===== src/rtl/ram_cmd_arbiter.sv =====
// Round-robin arbiter that shares the RAM's 10-bit command port between two requesters and
// expands each request into the address/data command pair, waiting for read data when needed.
module ram_cmd_arbiter #(
  parameter int unsigned TIMEOUT = 15
) (
  input  logic       clk,
  input  logic       rst_n,
  input  logic       r0_req,
  input  logic       r0_we,
  input  logic [7:0] r0_addr,
  input  logic [7:0] r0_wdata,
  output logic       r0_ack,
  output logic       r0_err,
  output logic [7:0] r0_rdata,
  input  logic       r1_req,
  input  logic       r1_we,
  input  logic [7:0] r1_addr,
  input  logic [7:0] r1_wdata,
  output logic       r1_ack,
  output logic       r1_err,
  output logic [7:0] r1_rdata,
  output logic [9:0] ram_din,
  output logic       ram_rx_valid,
  input  logic [7:0] ram_dout,
  input  logic       ram_tx_valid,
  output logic       busy
);

  // Requester handshake: req is a level held until the one-cycle ack; we/addr/wdata are
  // sampled only at grant, and a req still high when IDLE samples it is a new request.

  typedef enum logic [2:0] {S_IDLE, S_ADDR, S_DATA, S_WAIT, S_DONE} state_t;

  localparam logic [7:0] TIMEOUT_W = 8'(TIMEOUT);

  state_t     state_q, state_d;
  logic       gid_q, gid_d;
  logic       last_q, last_d;
  logic       we_q, we_d;
  logic [7:0] addr_q, addr_d;
  logic [7:0] wdata_q, wdata_d;
  logic [7:0] cnt_q, cnt_d;
  logic [9:0] din_q, din_d;
  logic       rxv_q, rxv_d;
  logic       busy_q, busy_d;
  logic       r0_ack_q, r0_ack_d, r1_ack_q, r1_ack_d;
  logic       r0_err_q, r0_err_d, r1_err_q, r1_err_d;
  logic [7:0] r0_rdata_q, r0_rdata_d, r1_rdata_q, r1_rdata_d;

  logic       fin;
  logic       fin_rd;
  logic       fin_err;
  logic [7:0] fin_rdata;

  always_comb begin
    state_d    = state_q;
    gid_d      = gid_q;
    last_d     = last_q;
    we_d       = we_q;
    addr_d     = addr_q;
    wdata_d    = wdata_q;
    cnt_d      = cnt_q;
    din_d      = din_q;
    rxv_d      = 1'b0;
    r0_ack_d   = 1'b0;
    r1_ack_d   = 1'b0;
    r0_err_d   = r0_err_q;
    r1_err_d   = r1_err_q;
    r0_rdata_d = r0_rdata_q;
    r1_rdata_d = r1_rdata_q;
    fin        = 1'b0;
    fin_rd     = 1'b0;
    fin_err    = 1'b0;
    fin_rdata  = 8'h00;

    unique case (state_q)
      S_IDLE: begin
        if (r0_req || r1_req) begin
          // On contention the requester not served last time wins.
          gid_d   = (r0_req && r1_req) ? ~last_q : r1_req;
          last_d  = gid_d;
          we_d    = gid_d ? r1_we    : r0_we;
          addr_d  = gid_d ? r1_addr  : r0_addr;
          wdata_d = gid_d ? r1_wdata : r0_wdata;
          din_d   = {(we_d ? 2'b00 : 2'b10), addr_d};
          rxv_d   = 1'b1;
          state_d = S_ADDR;
        end
      end
      S_ADDR: begin
        din_d   = we_q ? {2'b01, wdata_q} : {2'b11, 8'h00};
        rxv_d   = 1'b1;
        state_d = S_DATA;
      end
      S_DATA: begin
        if (we_q) begin
          fin = 1'b1;
        end else begin
          cnt_d   = 8'h00;
          state_d = S_WAIT;
        end
      end
      S_WAIT: begin
        if (ram_tx_valid) begin
          fin       = 1'b1;
          fin_rd    = 1'b1;
          fin_rdata = ram_dout;
        end else begin
          cnt_d = cnt_q + 8'd1;
          if (cnt_d == TIMEOUT_W) begin
            fin     = 1'b1;
            fin_rd  = 1'b1;
            fin_err = 1'b1;
          end
        end
      end
      S_DONE: begin
        state_d = S_IDLE;
      end
      default: begin
        state_d = S_IDLE;
      end
    endcase

    // Completion: command port returns to opcode 00, which also clears the RAM's tx_valid.
    if (fin) begin
      state_d = S_DONE;
      din_d   = 10'h000;
      if (gid_q) begin
        r1_ack_d = 1'b1;
        r1_err_d = fin_err;
        if (fin_rd) r1_rdata_d = fin_rdata;
      end else begin
        r0_ack_d = 1'b1;
        r0_err_d = fin_err;
        if (fin_rd) r0_rdata_d = fin_rdata;
      end
    end

    busy_d = (state_d != S_IDLE);
  end

  always_ff @(posedge clk or negedge rst_n) begin
    if (!rst_n) begin
      state_q    <= S_IDLE;
      gid_q      <= 1'b0;
      last_q     <= 1'b1;
      we_q       <= 1'b0;
      addr_q     <= 8'h00;
      wdata_q    <= 8'h00;
      cnt_q      <= 8'h00;
      din_q      <= 10'h000;
      rxv_q      <= 1'b0;
      busy_q     <= 1'b0;
      r0_ack_q   <= 1'b0;
      r1_ack_q   <= 1'b0;
      r0_err_q   <= 1'b0;
      r1_err_q   <= 1'b0;
      r0_rdata_q <= 8'h00;
      r1_rdata_q <= 8'h00;
    end else begin
      state_q    <= state_d;
      gid_q      <= gid_d;
      last_q     <= last_d;
      we_q       <= we_d;
      addr_q     <= addr_d;
      wdata_q    <= wdata_d;
      cnt_q      <= cnt_d;
      din_q      <= din_d;
      rxv_q      <= rxv_d;
      busy_q     <= busy_d;
      r0_ack_q   <= r0_ack_d;
      r1_ack_q   <= r1_ack_d;
      r0_err_q   <= r0_err_d;
      r1_err_q   <= r1_err_d;
      r0_rdata_q <= r0_rdata_d;
      r1_rdata_q <= r1_rdata_d;
    end
  end

  assign ram_din      = din_q;
  assign ram_rx_valid = rxv_q;
  assign busy         = busy_q;
  assign r0_ack       = r0_ack_q;
  assign r1_ack       = r1_ack_q;
  assign r0_err       = r0_err_q;
  assign r1_err       = r1_err_q;
  assign r0_rdata     = r0_rdata_q;
  assign r1_rdata     = r1_rdata_q;

endmodule


===== config.mk =====
export PLATFORM = sky130hd
export DESIGN_NAME = ram_cmd_arbiter
export DESIGN_NICKNAME = d
export VERILOG_FILES = /design/src/rtl/ram_cmd_arbiter.sv
export SDC_FILE = /design/constraint.sdc
export NUM_CORES = 1
export LEC_CHECK = 0
export CORE_MARGIN = 5
export CORE_UTILIZATION = 40
export DETAILED_ROUTE_END_ITERATION = 16
export PLACE_DENSITY = 0.8
export SETUP_SLACK_MARGIN = 0.4
export SLEW_MARGIN = 20
export SYNTH_ARGS = -nofsm -noshare
export SYNTH_HDL_FRONTEND = slang
export SYNTH_SLANG_ARGS = --single-unit

===== constraint.sdc =====
create_clock -name clk -period 3.5 [get_ports clk]
set_input_delay 1.05 -clock clk [delete_from_list [all_inputs] [get_ports clk]]
set_output_delay 1.05 -clock clk [all_outputs]
set_load 0.03 [all_outputs]

==> results of run 1 <==
[power by group]
group,switching [mW],internal [mW],total (mW)
logic,0.747,0.552,1.30
registers,0.198,0.845,1.04
clock network,0.200,0.160,0.360
total,1.15,1.56,2.70
[routing by layer]
metal / routed length (um) / vias to the layer above / global-route usage [%]
li1: - / 1146 / -
met1: 2880 / 1171 / 20.4
met2: 3630 / 38 / 29.2
met3: 182 / 2 / 2.46
met4: 47 / 0 / 4.46
met5: 0 / - / 0
[cells in the final DEF, fill, tap and decap left out, types with 4 or more instances in the layout]
cell type	count
a21oi_1	14
a22oi_1	13
buf_4	4
clkbuf_8	6
clkdlybuf4s50_1	77
dfrtp_1	53
inv_1	4
mux2i_1	17
nand2_1	51
nand2b_1	4
nand3_1	13
nor2_1	11
o211ai_1	8
o21ai_0	16
o21ai_1	16
[area by class of cell]
class | count | area, um2
tap | 80 | 100
inverter | 4 | 15.0
timing repair buffer | 82 | 806
fill | 650 | 3060
sequential | 54 | 1350
clock inverter | 1 | 5.00
clock buffer | 7 | 86.3
multi-input combinational | 204 | 1260
[sequential cells by signal (all words and copies together) (netlist names)]
signal        count
busy              1
last_q            1
we_q              1
state_q           3
r1_rdata          8
ram_rx_valid      1
wdata_q           8
r1_err            1
r0_rdata          8
r0_ack            1
ram_din          10
r0_err            1
r1_ack            1
gid_q             1
cnt_q             8
[cells by family after synthesis]
logic type	after synthesis	share of synthesized area, %
AND/OR/NAND/NOR	97	17.7
AO/OA/AOI/OAI	85	20.3
flip-flops	54	50.2
buffers and inverters	23	3.57
multiplexers	17	6.31
XOR/XNOR	3	0.975
adder cells (fa/ha/maj)	2	0.928
[metrics by stage]
step / utilization, % / instance area [um2] / power, mW / worst slack (ps) / hold slack [ps]
floorplan: - / 2700 / 1.88 / 1240 / 437
global route: 54.2 / 3620 / 2.90 / 826 / 497
CTS: 54.2 / 3620 / 2.72 / 967 / 487
global placement: 52.8 / 3530 / 2.33 / 663 / 467
detailed placement: 52.8 / 3530 / 2.37 / 639 / 473
finish: 54.2 / 3620 / 2.70 / 957 / 481
[worst max path at each step]
stage | endpoint | depth (start not counted)
finish | ram_din[9] | 5
global route | ram_din[1] | 7
CTS | ram_din[9] | 5
detailed placement | ram_din[7] | 7
global placement | ram_din[9] | 5
floorplan | ram_din[7] | 7
[tightest hold or removal path, delay by kind of cell, from the launching register on]
| kind | cells | cell delay (ps) |
|---|---|---|
| DFF | 1 | 390 |
| and+or+nand+nor | 2 | 100 |
==> results.cfg, run 1 <==
[setup_path]
cpPeakStageDelay_ps = 730
worstPathArrival_ps = 2690
path_cells = clkdlybuf4s50_1, nor2_1, or4_1, a21oi_1, a221oi_1
worstPathRequired_ps = 3650
r2r_start = cnt_q[0]
worstSetupPathType = in -> reg
r2r_slack_ps = 1260
r2r_end = r0_ack
crit_start = r0_req
cp_num_buf_inv = 1
worst_setup_path_start_kind = input port
path_max_fanout = 22
crit_path_end_kind = flop
slowest_stage = or4_1
reg2reg_depth = 6
cp_top_family = simple AND/OR/NAND/NOR gates

[detailed_routing]
drt_iter0_drc = 116
wl_per_cell_um = 15.6
routed_wl_um = 6740
vias = 2357
post_drt_via_cell_ratio = 5.46
firstDrtPassIters = 4
drc = 0
antenna_left = 0

[clocking]
clock-sinks = 54
clkTransAtPathRegs_ps = 90
htree_levels = 2
cts_inserted_buffers = 5
hold_buffers = 0
cts_tree = done
cts-root-buf = clkbuf_8
ctsLongestPathBuffers = 2
cts.repair.resized = 0
post_cts_buffers = 0
clk_latency_ps = 310

[synth]
yosys_most_used_dff = dfrtp_1
netlist_instances = 281
synth_cell_types = 45
syn_area_mm2 = 0.00270
yosys-top-cells-count = 53 x dfrtp_1, 51 x nand2_1, 17 x mux2i_1
ys_warn_count = 0
synth_edf_count = 0
synth_nets = 330
synth_top_area_share_pct = 49.2
synthTopCellsByArea = dfrtp_1 49%, nand2_1 7.1%, mux2i_1 6.3%
ys_async_sr_fraction_pct = 100
synth_top_area_cell = dfrtp_1
synthMostInstantiatedCell = dfrtp_1
seq_area_frac_synth_pct = 50.2
synth-seq-cells = 54
synth.avg_cell_area_um2 = 9.59

[power_and_ir_drop]
p_per_area_mw_per_mm2 = 747
peakVddDrop_uv = 341
p_leak_nw = 1.54

[worst_hold_path]
hold_start = last_q
hold_class = reg -> reg
whs_endpoint = last_q
whs_path_depth = 2

[die]
die-area_mm2 = 0.00848
ioPinCount = 79
die_w_um = 92.1
num_rows = 30
initial_core_util_pct = 40.3
core_area_mm2 = 0.00668
die_y_um = 92.1

[timing]
min_period_ps = 2540
grt_setup_unrepaired = no
finalMaxSlewViolations = 0
skew_ps = 10.3
setup-tns-final_ps = 0
finalHoldViolCount = 0
fmax_mhz = 393
setup_violations = 0
tightestPinTransition_ps = 645
maxSlewHeadroom_pct = 57.0
min_period_over_period_pct = 72.7

[finish]
antenna_cells = 0
final_nets = 400
final_cell_count_no_fill = 432
syn2layout_area_growth_pct = 34.4
drive_above_1_share_pct = 5.97

[status]
outcome = finished clean

[place]
dp_cells = 424
routabilityCongestion = 0.805
io_buffers = 78
hpwl_um = 5000

[global_routing]
grt_pass1_wl_um = 11200
grt_pass1_vias = 2327
antenna_found_initial = 0
grt_overflow_total = 0
grt_start_max_net_pins = 35
grt_use_total_pct = 16.3

[flow_run]
drv_cap = 0
Note: power is estimated with default switching activity, not from simulation.
==> run 2: changes to the inputs <==
--- a/config.mk
+++ b/config.mk
@@ -8,7 +8,7 @@
 export CORE_MARGIN = 5
 export CORE_UTILIZATION = 40
 export DETAILED_ROUTE_END_ITERATION = 16
-export PLACE_DENSITY = 0.8
+export PLACE_DENSITY = 0.83
 export SETUP_SLACK_MARGIN = 0.4
 export SLEW_MARGIN = 20
 export SYNTH_ARGS = -nofsm -noshare
==> constraint.sdc (replaced) <==
create_clock -name clk -period 2.1 [get_ports clk]
set_input_delay 0.63 -clock clk [delete_from_list [all_inputs] [get_ports clk]]
set_output_delay 0.63 -clock clk [all_outputs]
set_load 0.03 [all_outputs]
==> run 2 against run 1 <==
  * Flip-flop and latch count is the same
  * Global-route usage grew 1.3 points
  * Worst hold slack lost 190 ps
  * Non-clock buffer count grew 20
  * Worst setup slack lost 640 ps
  * Register-to-register slack lost 940 ps
  * Routed wire length grew 7.7%
  * Critical path type is now reg -> reg
  * Largest power group unchanged
  * Highest routed layer unchanged
==> results.cfg, run 2 (synthesis results as in run 1) <==
[place]
hpwl_um = 5090
io_buffers = 78
routabilityCongestion = 0.843
dp_cells = 435
place_ws_ps = -123

[die]
num_rows = 30
die_y_um = 92.1
core_area_mm2 = 0.00668
die_w_um = 92.1
ioPinCount = 79
die-area_mm2 = 0.00848
initial_core_util_pct = 40.3

[status]
outcome = finished clean

[finish]
final_nets = 420
largest_reg_flops = 10
antenna_cells = 0
final_cell_count_no_fill = 452
syn2layout_area_growth_pct = 44.6
n_fill_cell = 564
drive_above_1_share_pct = 25.8
mostFrequentLayoutCells = 49 x nand2_1, 46 x dfrtp_1, 42 x clkdlybuf4s50_1
mostFrequentLayoutCell = nand2_1

[timing]
setup_violations = 0
tightestPinTransition_ps = 446
skew_ps = 12.1
min_period_ps = 1780
finalHoldViolCount = 0
finalMaxSlewViolations = 0
min_period_over_period_pct = 84.7
fin_ws_ps = 321
fmax_mhz = 562
setup-tns-final_ps = 0
maxSlewHeadroom_pct = 70.3
grt_setup_unrepaired = yes

[setup_path]
cpPeakStageDelay_ps = 460
r2r_slack_ps = 320
reg2reg_depth = 6
worstSetupPathType = reg -> reg
worst_setup_path_start_kind = flop
crit_path_end_kind = flop
worstPathArrival_ps = 2030
path_max_fanout = 6
r2r_end = r1_err
r2r_start = cnt_q[0]
path_cells = ha_4, xnor2_4, nor4b_4, o211ai_4, or4_1, nand2_1
slowest_stage = dfrtp_2
worstPathRequired_ps = 2350

[detailed_routing]
post_drt_via_cell_ratio = 5.49
drt_iter0_drc = 141
firstDrtPassIters = 4
drc = 0
vias = 2480
routed_wl_um = 7260
wl_per_cell_um = 16.1
antenna_left = 0

[clocking]
clock-sinks = 54
ctsLongestPathBuffers = 2
cts_tree = done
cts_inserted_buffers = 5
clk_latency_ps = 310
hold_buffers = 0
clkTransAtPathRegs_ps = 110
htree_levels = 2
cts-root-buf = clkbuf_8

[global_routing]
grt_overflow_total = 0
grt_start_max_net_pins = 33
grt_pass1_wl_um = 12200
grt_use_total_pct = 17.6
grt_pass1_vias = 2519
antenna_found_initial = 0

[worst_hold_path]
hold_class = in -> async

[power_and_ir_drop]
p_leak_nw = 1.67
total_power_mw = 4.81
p_per_area_mw_per_mm2 = 1230
peakVddDrop_uv = 697

[flow_run]
drv_cap = 0
run 2: changes by cell type in the layout (fill, tap and decap cells not counted), sizes merged:
| cell | before | now |
|---|---|---|
| clkdlybuf4s50 | 77 | 42 |
| buf | 5 | 27 |
| clkdlybuf4s15 | 0 | 20 |
| clkbuf | 7 | 15 |
| dlygate4sd2 | 0 | 3 |
| clkinvlp | 0 | 1 |
| inv | 4 | 5 |
run 2: power by group:
group	internal, mW	total, mW	leakage (nW)	switching, mW
logic	1.03	2.51	1.01	1.48
clock network	0.241	0.598	0.0447	0.356
registers	1.42	1.70	0.621	0.287
total	2.69	4.81	1.67	2.12
run 2: timing repair:
action                                  CTS  global route
cloned                                    2             0
endpoints found under the setup margin   75            48
pin swaps                                 4             0
gates resized for setup                 103            27
buffers inserted                          5             2
run 2: metrics by stage:
step | instance area (um2) | hold slack [ps] | util (%)
after floorplan | 2740 | 334 | -
after global placement | 3650 | 463 | 54.7
after detailed placement | 3650 | 476 | 54.7
after CTS | 3920 | 288 | 58.7
after global routing | 3900 | 302 | 58.3
final | 3900 | 287 | 58.3
run 2: critical path: cells and delay by family (launching register included):
kind / cells / cell delay, ps
compound gates: 1 / 170
xor+xnor: 1 / 130
fa+ha+maj: 1 / 200
flops: 1 / 460
simple gates: 3 / 760
run 2: worst max-delay path by stage:
stage | from | endpoint | slack [ps]
5_1_grt | cnt_q[0] | r1_rdata[5] | 240
3_5_place_dp | r0_req | ram_din[8] | -120
6_report | cnt_q[0] | r1_err | 320
4_1_cts | cnt_q[1] | r1_ack | 320
3_3_place_gp | r0_req | ram_din[8] | -70
2_1_floorplan | cnt_q[1] | ram_din[2] | 380
run 2: per-layer routing:
| metal | vias up | GRT usage, % | routed length [um] |
|---|---|---|---|
| met4 | 0 | 5.94 | 133 |
| met5 | - | 0 | 0 |
| met3 | 13 | 1.97 | 186 |
| met2 | 56 | 31.3 | 3880 |
| li1 | 1183 | - | - |
| met1 | 1228 | 22.2 | 3060 |
run 2: layout make-up:
cell class | instances | area [um2] | share of cell area (%)
tap | 80 | 100 | 2.57
clock buffer | 5 | 68.8 | 1.77
timing repair buffer | 102 | 957 | 24.6
clock inverter | 3 | 25.0 | 0.642
inverter | 4 | 15.0 | 0.385
sequential | 54 | 1360 | 34.9
multi-input combinational | 204 | 1370 | 35.1
==> run 3: changes to the inputs <==
--- a/config.mk
+++ b/config.mk
@@ -8,7 +8,7 @@
 export CORE_MARGIN = 5
 export CORE_UTILIZATION = 40
 export DETAILED_ROUTE_END_ITERATION = 16
-export PLACE_DENSITY = 0.83
+export PLACE_DENSITY = 0.8
 export SETUP_SLACK_MARGIN = 0.4
 export SLEW_MARGIN = 20
 export SYNTH_ARGS = -nofsm -noshare
==> constraint.sdc (replaced) <==
create_clock -name clk -period 1.85 [get_ports clk]
set_input_delay 0.555 -clock clk [delete_from_list [all_inputs] [get_ports clk]]
set_output_delay 0.555 -clock clk [all_outputs]
set_load 0.03 [all_outputs]
==> run 3 against run 2 <==
  * Power grew 44%
  * Register-to-register slack lost 320 ps
  * Global-route usage grew 1.9 points
  * Final cell count grew 11%
  * Critical endpoint is now r1_ack
==> results.cfg, run 3 (synthesis results as in run 1) <==
[die]
core_area_mm2 = 0.00668
die_w_um = 92.1
die-area_mm2 = 0.00848
num_rows = 30
initial_core_util_pct = 40.3
die_y_um = 92.1
ioPinCount = 79

[place]
io_buffers = 78
hpwl_um = 5400
routabilityCongestion = 0.782

[power_and_ir_drop]
p_sw_mw = 2.86
cell_internal_pwr_mw = 4.08
pwr-share-seq_pct = 28.4
pwr-share-clk_pct = 9.9
p_per_area_mw_per_mm2 = 1510
sw_frac_of_total_pct = 41.2
p_leak_nw = 2.05
peakVddDrop_uv = 980
combPwrFrac_pct = 61.7

[detailed_routing]
wl_per_cell_um = 18.2
post_drt_via_cell_ratio = 5.64
antenna_left = 0
firstDrtPassIters = 5
routed_wl_um = 9080
drt_iter0_drc = 195
drc = 0
vias = 2822

[timing]
maxSlewHeadroom_pct = 67.4
min_period_ps = 1850
hold-worst-slack_ps = 238
skew_ps = 5.82
grt_setup_unrepaired = yes
tightestPinTransition_ps = 489
finalHoldViolCount = 0
fmax_mhz = 541
setup_violations = 0
finalMaxSlewViolations = 0
min_period_over_period_pct = 99.9

[clocking]
ctsLongestPathBuffers = 2
clkTransAtPathRegs_ps = 100
cts-root-buf = clkbuf_8
clk_latency_ps = 300
hold_buffers = 0
cts_tree = done
htree_levels = 2
cts_inserted_buffers = 5
clock-sinks = 54

[global_routing]
grt_overflow_total = 0
grt_start_max_net_pins = 55
grt_pass1_wl_um = 13400
grt_pass1_vias = 2756
grt_use_total_pct = 19.6
antenna_found_initial = 0

[finish]
drive_above_1_share_pct = 42.9
syn2layout_area_growth_pct = 70.7
n_fill_cell = 463
mostFrequentLayoutCell = buf_4
final_nets = 468
mostFrequentLayoutCells = 53 x buf_4, 48 x dfrtp_1, 42 x clkdlybuf4s50_1
finish.utilization_pct = 68.9
largest_reg_flops = 10
antenna_cells = 0

[setup_path]
path_max_fanout = 9
worstPathRequired_ps = 2090
crit_path_end_kind = flop
worst_setup_path_start_kind = flop
reg2reg_depth = 7
worstSetupPathType = reg -> reg
worstPathArrival_ps = 2090

[status]
outcome = finished clean

[worst_hold_path]
hold_class = in -> async

[flow_run]
drv_cap = 0
==> run 3: what timing repair did <==
action,in CTS,in global routing
resized for setup,233,81
endpoints found under the setup margin,86,80
pin swaps,12,9
setup buffers,20,14
cloned,3,1
==> run 3: worst paths after layout <==
check                      startpoint         end  slack (ps)
max reg2reg                  cnt_q[1]      r1_ack           2
min reg2reg                    last_q      last_q         520
min in group clk               last_q      last_q         520
max                          cnt_q[1]      r1_ack           2
max in group asynchronous       rst_n      last_q        1330
min                             rst_n  wdata_q[2]         240
==> run 3: through the flow <==
step / cells / setup slack (ps) / TNS [ps] / total power [mW] / instance area [um2]
finish: 500 / 2.25 / 0 / 6.93 / 4600
global route: 500 / -59.0 / -606 / 7.30 / 4600
CTS: 485 / 13.7 / 0 / 6.25 / 4270
detailed placement: 454 / -277 / -6450 / 4.96 / 3880
global placement: 454 / -219 / -5650 / 4.88 / 3880
floorplan: 281 / 130 / 0 / 3.65 / 2760
==> run 3: power groups by stage <==
stage	sequential [mW]	combinational, mW	clock [mW]
final	1.97	4.27	0.685
after global routing	2.01	4.54	0.750
after CTS	1.91	3.65	0.693
after detailed placement	1.91	3.05	0
after global placement	1.90	2.98	0
after floorplan	2.30	1.35	0
==> run 3: area by class of cell <==
type / instances / area (um2) / share of cell area, %
multi-input combinational: 205 / 1530 / 33.2
clock buffer: 6 / 82.6 / 1.79
sequential: 54 / 1360 / 29.5
inverter: 4 / 15.0 / 0.326
timing repair buffer: 149 / 1500 / 32.7
clock inverter: 2 / 12.5 / 0.272
tap: 80 / 100 / 2.18
==> run 3: critical path: stages, from the launching register on <==
cell,delay [ps]
dfrtp_2,460
ha_4,200
xnor2_4,130
nor4b_4,270
o211ai_4,180
o21ai_4,250
buf_12,160
and2_1,130
==> run 3: metal layers <==
layer / share of wire, % / track usage [%] / vias up
met5: 0 / 0 / -
met1: 38 / 24.0 / 1412
met4: 1.4 / 4.46 / 0
met2: 56 / 36.6 / 109
li1: - / - / 1283
met3: 4.2 / 2.21 / 18
